[src/rtl/cache_refill_unit_if.sv]
// Signal bundle between cache_refill_unit (slave) and the controller / data array / memory side (master).
// o_crit_valid exists only when CACHE_REFILL_CRITICAL_WORD_FIRST_EN is defined.
interface cache_refill_unit_if #(
   parameter int LINE_SIZE_BYTES = 64,
   parameter int DATA_WIDTH      = 32,
   parameter int WAYS            = 4,
   parameter int INDEX_WIDTH     = 8,
   parameter int TAG_BITS        = 18
);
   localparam int OFFSET_WIDTH  = $clog2(LINE_SIZE_BYTES);
   localparam int WORD_WIDTH    = OFFSET_WIDTH - 2;
   localparam int WAY_WIDTH     = $clog2(WAYS);
   localparam int ADDRESS_WIDTH = TAG_BITS + INDEX_WIDTH + OFFSET_WIDTH;

   logic                     i_miss_valid;
   logic                     o_miss_ready;
   logic [ADDRESS_WIDTH-1:0] i_miss_address;
   logic [WAY_WIDTH-1:0]     i_victim_way;
   logic                     i_victim_dirty;
   logic [TAG_BITS-1:0]      i_victim_tag;
   logic                     o_wb_rd_en;
   logic [DATA_WIDTH-1:0]    i_wb_data;
   logic                     o_mem_req;
   logic                     o_mem_we;
   logic [ADDRESS_WIDTH-1:0] o_mem_addr;
   logic [DATA_WIDTH-1:0]    o_mem_wdata;
   logic                     i_mem_ack;
   logic [DATA_WIDTH-1:0]    i_mem_rdata;
   logic                     o_fill_we;
   logic [WAY_WIDTH-1:0]     o_fill_way;
   logic [INDEX_WIDTH-1:0]   o_fill_index;
   logic [WORD_WIDTH-1:0]    o_fill_word;
   logic [DATA_WIDTH-1:0]    o_fill_data;
   logic                     o_tag_we;
   logic [TAG_BITS-1:0]      o_tag;
   logic                     o_done;
`ifdef CACHE_REFILL_CRITICAL_WORD_FIRST_EN
   logic                     o_crit_valid;
`endif

   modport master (
`ifdef CACHE_REFILL_CRITICAL_WORD_FIRST_EN
      input  o_crit_valid,
`endif
      output i_miss_valid, i_miss_address, i_victim_way, i_victim_dirty, i_victim_tag,
      output i_wb_data, i_mem_ack, i_mem_rdata,
      input  o_miss_ready, o_wb_rd_en, o_mem_req, o_mem_we, o_mem_addr, o_mem_wdata,
      input  o_fill_we, o_fill_way, o_fill_index, o_fill_word, o_fill_data,
      input  o_tag_we, o_tag, o_done
   );

   modport slave (
`ifdef CACHE_REFILL_CRITICAL_WORD_FIRST_EN
      output o_crit_valid,
`endif
      input  i_miss_valid, i_miss_address, i_victim_way, i_victim_dirty, i_victim_tag,
      input  i_wb_data, i_mem_ack, i_mem_rdata,
      output o_miss_ready, o_wb_rd_en, o_mem_req, o_mem_we, o_mem_addr, o_mem_wdata,
      output o_fill_we, o_fill_way, o_fill_index, o_fill_word, o_fill_data,
      output o_tag_we, o_tag, o_done
   );
endinterface

[src/rtl/cache_refill_unit.sv]
// Cache miss handler: optional dirty-victim writeback, line fill from memory, tag install, done pulse.
// Define CACHE_REFILL_CRITICAL_WORD_FIRST_EN to start the fill at the requested word and add o_crit_valid.
module cache_refill_unit #(
   parameter int LINE_SIZE_BYTES = 64,
   parameter int DATA_WIDTH      = 32,
   parameter int WAYS            = 4,
   parameter int INDEX_WIDTH     = 8,
   parameter int TAG_BITS        = 18
) (
   input logic                clk,
   input logic                rst,
   cache_refill_unit_if.slave bus
);
   localparam int WPL          = LINE_SIZE_BYTES / 4;
   localparam int OFFSET_WIDTH = $clog2(LINE_SIZE_BYTES);
   localparam int WORD_WIDTH   = OFFSET_WIDTH - 2;
   localparam int WAY_WIDTH    = $clog2(WAYS);

   typedef enum logic [2:0] {IDLE, WB_RD, WB_LAT, WB_WR, FILL, UPDATE} state_t;

   state_t                 state;
   state_t                 next_state;

   logic [TAG_BITS-1:0]    tag_q;
   logic [TAG_BITS-1:0]    victim_tag_q;
   logic [INDEX_WIDTH-1:0] index_q;
   logic [WAY_WIDTH-1:0]   way_q;
   logic [WORD_WIDTH-1:0]  word_cnt;
   logic [WORD_WIDTH-1:0]  beat_cnt;
   logic [WORD_WIDTH-1:0]  fill_word_q;
   logic [DATA_WIDTH-1:0]  wdata_q;
   logic [DATA_WIDTH-1:0]  fill_data_q;
   logic                   fill_pending;

   logic                   accept;
   logic                   mem_req;
   logic                   mem_ack;
   logic                   last_word;
   logic                   last_beat;
   logic [WORD_WIDTH-1:0]  accept_word;
   logic [WORD_WIDTH-1:0]  fill_start;

   // Every event is qualified by !rst so a reset cycle neither accepts a miss nor consumes an ack.
   assign accept    = !rst && (state == IDLE) && bus.i_miss_valid;
   assign mem_req   = !rst && ((state == WB_WR) || (state == FILL));
   assign mem_ack   = mem_req && bus.i_mem_ack;
   assign last_word = (word_cnt == WORD_WIDTH'(WPL - 1));
   assign last_beat = (beat_cnt == WORD_WIDTH'(WPL - 1));

`ifdef CACHE_REFILL_CRITICAL_WORD_FIRST_EN
   logic [WORD_WIDTH-1:0] crit_word_q;
   logic                  unused_addr_bits;

   assign accept_word      = bus.i_miss_address[OFFSET_WIDTH-1:2];
   assign fill_start       = crit_word_q;
   assign unused_addr_bits = ^bus.i_miss_address[1:0];
`else
   logic                  unused_addr_bits;

   assign accept_word      = '0;
   assign fill_start       = '0;
   assign unused_addr_bits = ^bus.i_miss_address[OFFSET_WIDTH-1:0];
`endif

   always_ff @(posedge clk) begin
      if (rst) begin
         state <= IDLE;
      end else begin
         state <= next_state;
      end
   end

   // Writeback runs words 0..WPL-1 with three states per word; the fill counts WPL acks
   // separately from the word address because the address may start mid-line and wrap.
   always_comb begin
      next_state = state;
      case (state)
         IDLE:    if (accept) next_state = bus.i_victim_dirty ? WB_RD : FILL;
         WB_RD:   next_state = WB_LAT;
         WB_LAT:  next_state = WB_WR;
         WB_WR:   if (mem_ack) next_state = last_word ? FILL : WB_RD;
         FILL:    if (mem_ack && last_beat) next_state = UPDATE;
         UPDATE:  next_state = IDLE;
         default: next_state = IDLE;
      endcase
   end

   always_ff @(posedge clk) begin
      if (rst) begin
         tag_q        <= '0;
         victim_tag_q <= '0;
         index_q      <= '0;
         way_q        <= '0;
         word_cnt     <= '0;
         beat_cnt     <= '0;
         fill_word_q  <= '0;
         wdata_q      <= '0;
         fill_data_q  <= '0;
         fill_pending <= 1'b0;
`ifdef CACHE_REFILL_CRITICAL_WORD_FIRST_EN
         crit_word_q  <= '0;
`endif
      end else begin
         fill_pending <= 1'b0;
         if (accept) begin
            tag_q        <= bus.i_miss_address[OFFSET_WIDTH+INDEX_WIDTH +: TAG_BITS];
            index_q      <= bus.i_miss_address[OFFSET_WIDTH +: INDEX_WIDTH];
            way_q        <= bus.i_victim_way;
            victim_tag_q <= bus.i_victim_tag;
            word_cnt     <= bus.i_victim_dirty ? '0 : accept_word;
            beat_cnt     <= '0;
`ifdef CACHE_REFILL_CRITICAL_WORD_FIRST_EN
            crit_word_q  <= accept_word;
`endif
         end
         if (state == WB_LAT) begin
            wdata_q <= bus.i_wb_data;
         end
         if ((state == WB_WR) && mem_ack) begin
            word_cnt <= last_word ? fill_start : word_cnt + WORD_WIDTH'(1);
         end
         if ((state == FILL) && mem_ack) begin
            fill_pending <= 1'b1;
            fill_data_q  <= bus.i_mem_rdata;
            fill_word_q  <= word_cnt;
            word_cnt     <= word_cnt + WORD_WIDTH'(1);
            beat_cnt     <= beat_cnt + WORD_WIDTH'(1);
         end
      end
   end

   // Outputs are forced to zero while rst is high, which also drops a request in flight.
   always_comb begin
      bus.o_miss_ready = 1'b0;
      bus.o_wb_rd_en   = 1'b0;
      bus.o_mem_req    = 1'b0;
      bus.o_mem_we     = 1'b0;
      bus.o_mem_addr   = '0;
      bus.o_mem_wdata  = '0;
      bus.o_fill_we    = 1'b0;
      bus.o_fill_way   = '0;
      bus.o_fill_index = '0;
      bus.o_fill_word  = '0;
      bus.o_fill_data  = '0;
      bus.o_tag_we     = 1'b0;
      bus.o_tag        = '0;
      bus.o_done       = 1'b0;
`ifdef CACHE_REFILL_CRITICAL_WORD_FIRST_EN
      bus.o_crit_valid = 1'b0;
`endif
      if (!rst) begin
         bus.o_miss_ready = (state == IDLE);
         bus.o_wb_rd_en   = (state == WB_RD);
         bus.o_mem_req    = mem_req;
         if (state == WB_WR) begin
            bus.o_mem_we    = 1'b1;
            bus.o_mem_addr  = {victim_tag_q, index_q, word_cnt, 2'b00};
            bus.o_mem_wdata = wdata_q;
         end else if (state == FILL) begin
            bus.o_mem_addr  = {tag_q, index_q, word_cnt, 2'b00};
         end
         bus.o_fill_we    = fill_pending;
         bus.o_fill_way   = way_q;
         bus.o_fill_index = index_q;
         bus.o_fill_word  = fill_pending ? fill_word_q : word_cnt;
         bus.o_fill_data  = fill_pending ? fill_data_q : '0;
         bus.o_tag_we     = (state == UPDATE);
         bus.o_tag        = tag_q;
         bus.o_done       = (state == UPDATE);
`ifdef CACHE_REFILL_CRITICAL_WORD_FIRST_EN
         bus.o_crit_valid = fill_pending && (fill_word_q == crit_word_q);
`endif
      end
   end
endmodule

[src/flat_wrapper.sv]
// flat-port wrapper written by rule: the top's interface ports become plain ports
module cache_refill_unit_flat 
#(
   parameter int LINE_SIZE_BYTES = 64,
   parameter int DATA_WIDTH      = 32,
   parameter int WAYS            = 4,
   parameter int INDEX_WIDTH     = 8,
   parameter int TAG_BITS        = 18
)
  (clk, rst, bus_i_miss_valid, bus_i_miss_address, bus_i_victim_way, bus_i_victim_dirty, bus_i_victim_tag, bus_i_wb_data, bus_i_mem_ack, bus_i_mem_rdata, bus_o_miss_ready, bus_o_wb_rd_en, bus_o_mem_req, bus_o_mem_we, bus_o_mem_addr, bus_o_mem_wdata, bus_o_fill_we, bus_o_fill_way, bus_o_fill_index, bus_o_fill_word, bus_o_fill_data, bus_o_tag_we, bus_o_tag, bus_o_done);
  cache_refill_unit_if #(.LINE_SIZE_BYTES(LINE_SIZE_BYTES), .DATA_WIDTH(DATA_WIDTH), .WAYS(WAYS), .INDEX_WIDTH(INDEX_WIDTH), .TAG_BITS(TAG_BITS)) bus_i ();
  input logic clk;
  input logic rst;
  input wire logic [$bits(bus_i.i_miss_valid)-1:0] bus_i_miss_valid;
  input wire logic [$bits(bus_i.i_miss_address)-1:0] bus_i_miss_address;
  input wire logic [$bits(bus_i.i_victim_way)-1:0] bus_i_victim_way;
  input wire logic [$bits(bus_i.i_victim_dirty)-1:0] bus_i_victim_dirty;
  input wire logic [$bits(bus_i.i_victim_tag)-1:0] bus_i_victim_tag;
  input wire logic [$bits(bus_i.i_wb_data)-1:0] bus_i_wb_data;
  input wire logic [$bits(bus_i.i_mem_ack)-1:0] bus_i_mem_ack;
  input wire logic [$bits(bus_i.i_mem_rdata)-1:0] bus_i_mem_rdata;
  output wire logic [$bits(bus_i.o_miss_ready)-1:0] bus_o_miss_ready;
  output wire logic [$bits(bus_i.o_wb_rd_en)-1:0] bus_o_wb_rd_en;
  output wire logic [$bits(bus_i.o_mem_req)-1:0] bus_o_mem_req;
  output wire logic [$bits(bus_i.o_mem_we)-1:0] bus_o_mem_we;
  output wire logic [$bits(bus_i.o_mem_addr)-1:0] bus_o_mem_addr;
  output wire logic [$bits(bus_i.o_mem_wdata)-1:0] bus_o_mem_wdata;
  output wire logic [$bits(bus_i.o_fill_we)-1:0] bus_o_fill_we;
  output wire logic [$bits(bus_i.o_fill_way)-1:0] bus_o_fill_way;
  output wire logic [$bits(bus_i.o_fill_index)-1:0] bus_o_fill_index;
  output wire logic [$bits(bus_i.o_fill_word)-1:0] bus_o_fill_word;
  output wire logic [$bits(bus_i.o_fill_data)-1:0] bus_o_fill_data;
  output wire logic [$bits(bus_i.o_tag_we)-1:0] bus_o_tag_we;
  output wire logic [$bits(bus_i.o_tag)-1:0] bus_o_tag;
  output wire logic [$bits(bus_i.o_done)-1:0] bus_o_done;
  assign bus_i.i_miss_valid = bus_i_miss_valid;
  assign bus_i.i_miss_address = bus_i_miss_address;
  assign bus_i.i_victim_way = bus_i_victim_way;
  assign bus_i.i_victim_dirty = bus_i_victim_dirty;
  assign bus_i.i_victim_tag = bus_i_victim_tag;
  assign bus_i.i_wb_data = bus_i_wb_data;
  assign bus_i.i_mem_ack = bus_i_mem_ack;
  assign bus_i.i_mem_rdata = bus_i_mem_rdata;
  assign bus_o_miss_ready = bus_i.o_miss_ready;
  assign bus_o_wb_rd_en = bus_i.o_wb_rd_en;
  assign bus_o_mem_req = bus_i.o_mem_req;
  assign bus_o_mem_we = bus_i.o_mem_we;
  assign bus_o_mem_addr = bus_i.o_mem_addr;
  assign bus_o_mem_wdata = bus_i.o_mem_wdata;
  assign bus_o_fill_we = bus_i.o_fill_we;
  assign bus_o_fill_way = bus_i.o_fill_way;
  assign bus_o_fill_index = bus_i.o_fill_index;
  assign bus_o_fill_word = bus_i.o_fill_word;
  assign bus_o_fill_data = bus_i.o_fill_data;
  assign bus_o_tag_we = bus_i.o_tag_we;
  assign bus_o_tag = bus_i.o_tag;
  assign bus_o_done = bus_i.o_done;
  cache_refill_unit #(.LINE_SIZE_BYTES(LINE_SIZE_BYTES), .DATA_WIDTH(DATA_WIDTH), .WAYS(WAYS), .INDEX_WIDTH(INDEX_WIDTH), .TAG_BITS(TAG_BITS)) u_core (.clk(clk), .rst(rst), .bus(bus_i));
endmodule
[config.mk]
export PLATFORM = sky130hd
export DESIGN_NAME = cache_refill_unit_flat
export DESIGN_NICKNAME = d
export VERILOG_FILES = /design/src/rtl/cache_refill_unit_if.sv /design/src/rtl/cache_refill_unit.sv /design/src/flat_wrapper.sv
export SDC_FILE = /design/constraint.sdc
export NUM_CORES = 1
export LEC_CHECK = 0
export CAP_MARGIN = 20
export CORE_ASPECT_RATIO = 0.5
export CORE_MARGIN = 1.5
export CORE_UTILIZATION = 45
export DETAILED_ROUTE_END_ITERATION = 10
export PLACE_DENSITY = 0.86
export SLEW_MARGIN = 20
export SYNTH_ARGS = -nofsm -noshare
export SYNTH_HDL_FRONTEND = slang
export SYNTH_SLANG_ARGS = --single-unit
[constraint.sdc]
create_clock -name clk -period 2.3 [get_ports clk]
set_input_delay 0.23 -clock clk [delete_from_list [all_inputs] [get_ports clk]]
set_output_delay 0.23 -clock clk [all_outputs]
set_load 0.005 [all_outputs]
* After elaboration in Yosys (flattened, before gate mapping) *
Index checks and enable logic that the tools add are counted.

storage, ports and cells
  register bits = 126
  input port bits = 121
  output and inout bits = 135
  word-level logic and storage cells = 67

cells by class
  $add $sub $neg = 2
  eq/ne operators = 10
  mux-type cells = 31
  reduce and logical (&&, ||, !) cells = 13

operators by type and width
  kind                                                 count
  2-to-1 mux 32 bit                                    7
  2-to-1 mux 4 bit                                     7
  2-to-1 mux 18 bit                                    1
  2-to-1 mux 3 bit                                     5
  one-hot mux 3 bit (5 select lines)                   1
  adder 4 x 1 -> 4 bit, second input constant          2
  equality test 4 bit, second input constant           2
  2-to-1 mux 1 bit                                     8
  2-to-1 mux 8 bit                                     1
  logical AND 1 bit                                    7
  equality test 3 x 2 -> 1 bit, second input constant  2
  equality test 3 bit, second input constant           2
  != test 2 x 1 -> 1 bit, second input constant        3
  equality test 3 x 1 -> 1 bit, second input constant  1
  zero test 3 bit                                      1
  AND reduction 3 bit                                  1
  nonzero test 3 bit                                   1
  2-to-1 mux 2 bit                                     1
  nonzero test 2 bit                                   1
  zero test 1 bit                                      1
  logical OR 1 bit                                     1

* Logic depth before layout (Yosys ltp) *
Gate-level depths: netlist of run 1.

  depth in word-level cells = 7
  gate-level depth with buffers = 7
  mapped depth without buffers = 5

* Worst setup path before layout of run 1 *
Ideal clock, no wire load.

  kind = register to output
  start = register u_core.state[2]
  end = output bus_o_mem_addr[21]
  data arrival time = 1329 ps
  data required time = 2070 ps
  path slack = 741 ps
  cell stages (with the launch flop) = 6
  path buffers = 3
  cell sequence = dfxtp_1 -> buf_2 -> nor3b_2 -> buf_2 -> buf_2 -> a22o_1

between the ends
  word-level cells in the longest chain between the ends = 4
  elaborated cells on any way between the ends = 5
  classes of those cells = eq/ne: 2; mux: 3

RTL lines
  element                 RTL line                  text
  from (decl)             cache_refill_unit.sv:21   state_t state;
  from (signal assigned)  cache_refill_unit.sv:69   state <= next_state;
  equality test 3 bit     cache_refill_unit.sv:159  end else if (state == FILL) begin
  2-to-1 mux 32 bit       cache_refill_unit.sv:159
  2-to-1 mux 32 bit (*)   cache_refill_unit.sv:155  if (state == WB_WR) begin
  2-to-1 mux 32 bit (*)   cache_refill_unit.sv:151  if (!rst) begin
  to (decl)               flat_wrapper.sv:26        output wire logic [$bits(bus_i.o_mem_addr)-1:0] bus_o_mem_addr;

Mark *: on every way between the ends. The rest lies on a longest branch, timed or not.

* Worst setup path after layout of run 1 *
  start = register u_core.state[0]
  end = output bus_o_mem_addr[14]

The elaborated chain is that of the path after synthesis.

==> qor.csv, run 1 <==
metric;value;unit
status;completed;
reg2reg setup slack;400;ps
Total GRT Usage;24.83;%
Worst-Margin Slew;572.0;ps
cell taking the most area after synthesis;dfxtp_1;
sw frac;27.92;%
TritonCTS clock tree;done;
Rows;28;
vias;5677;
clock network fraction of total power;38.4;%
CTS clk-pin slew, worst paths;60;ps
Sw Pwr;2.036;mW
Post-Syn Area;5648;um2
Final Hold Viols;0;
TritonRoute pass-1 iters;5;
Reg2Reg Depth;6;
Max Cap Viol;0;
RSZ-0062 raised after global routing;true;
post-synth cell types;49;
Hold WC Path Type;in -> reg;
Syn Area/Cell;7.955;um2
Setup crit end kind;output pin;
CTS Hold Buffers Added;0;
Worst Path Arrival;2020;ps
Post-synth top cells;232 x nand2_1, 126 x dfxtp_1, 77 x and2_1;
# DRC;0;
Synth Instances;710;
Setup CP Type;reg -> out;
CTS HTree Levels;4;
most common cell in the netlist;nand2_1;
CTS max path bufs;2;
Worst Setup SP;u_core.state[0]$_SDFFE_PP0P_;
layout cells sized above 1;8.359;%
1st-iter DRT viols;457;
largest net degree at the start of global routing;57;
Comb power frac;25.1;%
Cells after DPL;1087;
number of global-route vias before repair;5355;
io pins;256;
Seq/Total Area, Yosys;44.66;%
total congestion overflow;0;
Layout Area Growth over Synthesis;58.60;%
top area cells in the synthesized netlist;dfxtp_1 45%, nand2_1 15%, and2_1 8.5%, a21oi_1 6.4%, nor2b_1 3.4%;
min Tclk post-route;2253;ps
Placer Congestion;0.8365;
Main synth FF type;dfxtp_1;
Avg WL per Cell;15.16;um
root buf cell;clkbuf_16;
EDFF count, synth;0;
post-DP HPWL;11200;um
final design utilization;74.54;%
PwrDens;814.3;nW/um2
drt via density;5.060;
I/O Buffers;247;
leakage power;3.626;nW
n_diodes;0;
Nets;1068;
worst-skew pair later-pin latency;400;ps
initial antenna violation count;0;
Worst Skew;6.509;ps
Core ar.;12020;um2
reg-to-reg startpoint;u_core.state[2]$_SDFFE_PP0P_;
Final setup viols;0;
Final Slew Violations;0;
total CTS buffers;17;
Die H;82.22;um
post-route non-filler standard cell count;1122;
Die Footprint;13270;um2
Initial Utilization;47.00;%
total negative setup slack;0;ps
Final Cycle Share;97.97;%
crit path max fanout;12;
async set or reset register ratio after synthesis;0;%
hold_sp;rst;
Crit-path slowest cell;clkdlybuf4s50_1;
FF+latch count, synth;126;
crit-path most repeated cell;buf_6;
required time worst endpoint;2070;ps
relative slew slack;61.87;%
clock tree sinks;126;
CP Cell Sequence;buf_6, nor3b_4, buf_6, a22o_1, clkdlybuf4s50_1;
Seq pwr share;36.5;%
DRT antenna net count;0;
Worst setup SP type;flip-flop;
Post-Route WL;17010;um
YS warnings;0;
first-pass GRT wire length;26150;um
total power draw;7.294;mW
CP max stage delay;500;ps
die width;161.4;um
P_int;5.257;mW
reg2reg end;u_core.tag_q[5]$_SDFFE_PP0P_;
crit path to;bus_o_mem_addr[14];
highest clock rate;0.4438;GHz
Max VDD drop;0.5414;mV
post-synth top area share;44.66;%
[kinds of logic (layout without fill, tap and decap cells)]
kind of cell / count (synthesis) / after routing / synth area share, %
buf+inv: 62 / 308 / 5.383
compound gates: 104 / 104 / 10.97
xor+xnor: 1 / 1 / 0.1551
other cells: 1 / 2 / 0.06640
simple gates: 398 / 398 / 34.60
fa+ha+maj: 2 / 2 / 0.4430
mux: 16 / 16 / 3.722
flops: 126 / 126 / 44.66
[through the flow]
stage                     hold WS (ps)  worst slack (ps)  cell area (um2)
final                            126.1             46.63             8957
after global routing             107.4            -18.67             8957
after CTS                        104.2            -4.761             8884
after detailed placement         442.0             279.9             8223
after global placement           437.2             310.7             8223
after floorplan                  329.0             741.0             5652
[what timing repair did]
item | CTS | global route
gates resized for setup | 13 | 19
endpoints found under the setup margin | 65 | 61
buffers inserted | 0 | 3
pin swaps | 1 | 0
cloned | 1 | 0
[worst min-delay path by stage]
stage	cells after the start	end
2_1_floorplan	2	u_core.tag_q[0]$_SDFFE_PP0P_
3_3_place_gp	2	u_core.wdata_q[29]$_SDFFE_PP0P_
3_5_place_dp	2	u_core.fill_data_q[14]$_SDFFE_PP0P_
4_1_cts	2	u_core.state[1]$_SDFFE_PP0P_
5_1_grt	2	u_core.state[1]$_SDFFE_PP0P_
6_report	2	u_core.state[1]$_SDFFE_PP0P_
[sequential cells by signal, summed over array words and instances (netlist names), 2 cells and up]
name                 cells
u_core.fill_data_q      32
u_core.wdata_q          32
u_core.tag_q            18
u_core.victim_tag_q     18
u_core.index_q           8
u_core.beat_cnt          4
u_core.fill_word_q       4
u_core.word_cnt          4
u_core.state             3
u_core.way_q             2
[power by group through the flow]
| stage | Combinational, mW | Sequential, mW | Clock [mW] |
|---|---|---|---|
| after floorplan | 1.01 | 2.65 | 0 |
| after global placement | 1.63 | 2.67 | 0 |
| after detailed placement | 1.67 | 2.69 | 0 |
| after CTS | 1.75 | 2.65 | 2.85 |
| after global routing | 1.98 | 2.69 | 2.95 |
| final | 1.83 | 2.66 | 2.80 |
[per-layer routing]
layer	up-vias	track usage (%)	wire [um]
li1	2775	-	-
met2	210	44.68	8479
met5	-	0	0
met3	39	5.794	1059
met1	2653	29.18	7065
met4	0	10.28	407
[area by class of cell]
class                      count  area, um2
timing repair buffer         274       2751
inverter                       3      11.26
tap                          165      206.4
multi-input combinational    523       2845
clock inverter                10      162.7
fill                         886       3059
clock buffer                  21      450.4
sequential                   126       2530
[critical path: cells and delay by family (launching register included)]
kind / cells / cell delay (ps)
DFF: 1 / 340
and+or+nand+nor: 1 / 300
buffers and inverters: 3 / 840
AOI/OAI and AO/OA: 1 / 140
[cells in the final DEF (no fill, tap or decap), types with 8 or more instances in the layout]
master / instances
clkdlybuf4s50_1: 235
nand2_1: 232
dfxtp_1: 122
and2_1: 77
a21oi_1: 72
nor2b_1: 30
buf_4: 19
a22o_1: 18
nand3b_1: 18
clkbuf_16: 17
mux2_4: 10
dlymetal6s2s_1: 10
nor2_1: 8
nand3_1: 8
No activity file was read; power rests on OpenSTA's default activity.
==> inputs of run 2 (changes only) <==
--- a/config.mk
+++ b/config.mk
@@ -9,6 +9,7 @@
 export CORE_ASPECT_RATIO = 0.5
 export CORE_MARGIN = 1.5
 export CORE_UTILIZATION = 45
+export CTS_CLUSTER_DIAMETER = 60
 export DETAILED_ROUTE_END_ITERATION = 10
 export PLACE_DENSITY = 0.86
 export SLEW_MARGIN = 20
==> results of run 2 <==
Final layout, timing and power as in run 1 (identical DEF).
==> inputs of run 3 (changes only) <==
==> constraint.sdc (replaced) <==
create_clock -name clk -period 2.8 [get_ports clk]
set_input_delay 0.28 -clock clk [delete_from_list [all_inputs] [get_ports clk]]
set_output_delay 0.28 -clock clk [all_outputs]
set_load 0.005 [all_outputs]
==> qor.csv, run 3 (synthesized netlist as in run 1, its figures left out) <==
metric;value;unit;change
total CTS buffers;17;;unchanged
required time worst endpoint;2520;ps;+450 ps
CTS clk-pin slew, worst paths;60;ps;about the same
number of global-route vias before repair;5246;;-2.0%
highest clock rate;0.3770;GHz;
vias;5568;;-1.9%
Core ar.;12020;um2;unchanged
Final setup viols;0;;unchanged
Avg WL per Cell;14.80;um;-2.4%
clock network fraction of total power;41.2;%;+2.8 points
worst-skew pair later-pin latency;410;ps;about the same
status;completed;;
initial antenna violation count;0;;unchanged
layout cells sized above 1;7.181;%;-1.2 points
relative slew slack;50.62;%;-11 points
Final Slew Violations;0;;unchanged
Sw Pwr;1.659;mW;-19%
WHS Path Cells;2;;unchanged
crit path max fanout;48;;+36
total congestion overflow;0;;unchanged
Seq pwr share;36.5;%;about the same
Hold WC Path Type;in -> reg;;
Worst Path Arrival;2370;ps;+350 ps
Worst setup SP type;flip-flop;;
DRT antenna net count;0;;unchanged
total negative setup slack;0;ps;unchanged
Nets;1057;;-1.0%
I/O Buffers;247;;unchanged
leakage power;3.390;nW;-6.5%
TritonRoute pass-1 iters;4;;-1
root buf cell;clkbuf_16;;
CTS Hold Buffers Added;0;;unchanged
P_int;4.346;mW;-17%
clock tree sinks;126;;unchanged
first-pass GRT wire length;25730;um;-1.6%
leading cell type in the layout, fill and taps excluded;clkdlybuf4s50_1;;
Comb power frac;22.3;%;-2.8 points
hold_sp;rst;;
largest net degree at the start of global routing;72;;+26%
reg2reg setup slack;550;ps;+150 ps
Rows;28;;unchanged
Worst Skew;6.945;ps;+0.4357 ps
drt via density;5.007;;-1.0%
PwrDens;679.4;nW/um2;-17%
most frequent cells in the layout;246 x clkdlybuf4s50_1, 232 x nand2_1, 126 x dfxtp_1, 77 x and2_1, 72 x a21oi_1;;
CTS max path bufs;2;;unchanged
Die Footprint;13270;um2;unchanged
reg2reg end;u_core.fill_data_q[28]$_SDFFE_PP0P_;;
Top Usage Layer GRT;met2;;
final design utilization;73.55;%;-0.99 points
Final Cycle Share;94.74;%;
1st-iter DRT viols;420;;-8.1%
Final Hold Viols;0;;unchanged
Worst-Margin Slew;740.8;ps;+168.8 ps
Max VDD drop;0.4494;mV;-17%
io pins;256;;unchanged
Total GRT Usage;24.23;%;-0.60 points
GR Util met2;43.39;%;-1.3 points
RSZ-0062 raised after global routing;false;;
GR Util met3;5.544;%;-0.25 points
# DRC;0;;unchanged
hold-critical path endpoint;u_core.wdata_q[0]$_SDFFE_PP0P_;;
post-DP HPWL;10840;um;-3.2%
Placer Congestion;0.7906;;-5.5%
Layout Area Growth over Synthesis;56.49;%;
Initial Utilization;47.00;%;unchanged
Reg2Reg Depth;7;;+1
die width;161.4;um;unchanged
Setup CP Type;reg -> out;;
Post-Route WL;16460;um;-3.3%
Setup crit end kind;output pin;;
sw frac;27.63;%;-0.29 points
Max Cap Viol;0;;unchanged
CTS HTree Levels;4;;unchanged
min Tclk post-route;2653;ps;
reg-to-reg startpoint;u_core.state[2]$_SDFFE_PP0P_;;
M1 GR Usage;28.88;%;-0.30 points
n_diodes;0;;unchanged
biggest registers after layout;u_core.fill_data_q x32, u_core.wdata_q x32;;
Die H;82.22;um;unchanged
TritonCTS clock tree;done;;
[run 3: cell count changes in the layout (fill, tap and decap cells not counted), moves of 3 or more]
cell / previous run / this run
clkinv_4: 1 / 4
buf_4: 19 / 16
dfxtp_2: 3 / 0
clkdlybuf4s50_1: 235 / 246
dfxtp_1: 122 / 126
buf_6: 6 / 0
dlymetal6s2s_1: 10 / 0
clkbuf_1: 3 / 0
[run 3: power by group through the flow]
stage | clock [mW] | combinational (mW) | sequential [mW]
after CTS | 2.50 | 1.34 | 2.19
after global routing | 2.59 | 1.46 | 2.22
after floorplan | 0 | 0.829 | 2.17
after global placement | 0 | 1.29 | 2.21
final | 2.47 | 1.34 | 2.19
after detailed placement | 0 | 1.32 | 2.22
[run 3: routing by layer]
metal	vias to the layer above	routed length, um
li1	2754	-
met1	2623	7190
met3	23	819
met5	-	0
met2	168	8186
met4	0	262
[run 3: layout make-up]
cell class | instances | area, um2
sequential | 126 | 2522
multi-input combinational | 523 | 2830
timing repair buffer | 263 | 2603
clock inverter | 13 | 212.7
inverter | 3 | 11.26
clock buffer | 19 | 452.9
tap | 165 | 206.4
fill | 894 | 3178
[run 3: worst max-delay path, stage by stage, from the launching register on]
cell             delay [ps]
dfxtp_1                 550
and4bb_2                440
buf_12                  240
and2_1                  170
clkdlybuf4s50_1         530
[run 3: worst max path at each step]
stage          cells after the start                          from                  to  slack, ps
6_report                           4  u_core.state[0]$_SDFFE_PP0P_  bus_o_mem_wdata[2]        150
5_1_grt                            4  u_core.state[0]$_SDFFE_PP0P_  bus_o_mem_addr[29]         60
4_1_cts                            4  u_core.state[0]$_SDFFE_PP0P_   bus_o_mem_addr[4]         60
3_5_place_dp                       5                           rst   bus_o_mem_addr[4]        420
3_3_place_gp                       5                           rst   bus_o_mem_addr[5]        480
2_1_floorplan                      6                           rst  bus_o_mem_addr[10]       1170
[run 3: what timing repair did]
item                       CTS  global route
resized for setup            0             1
setup endpoints to repair    0            12
setup buffers                0             0
[run 3: per-stage QoR]
step	power (mW)	setup slack (ps)	std cells	cell area (um2)	hold WS, ps
finish	6.005	147.3	1112	8838	311.1
global route	6.273	59.93	1112	8838	326.9
CTS	6.032	57.28	1112	8836	298.1
detailed placement	3.547	423.5	1080	8170	441.8
global placement	3.499	478.1	1080	8170	437.1
floorplan	3.002	1166	711	5652	379.0
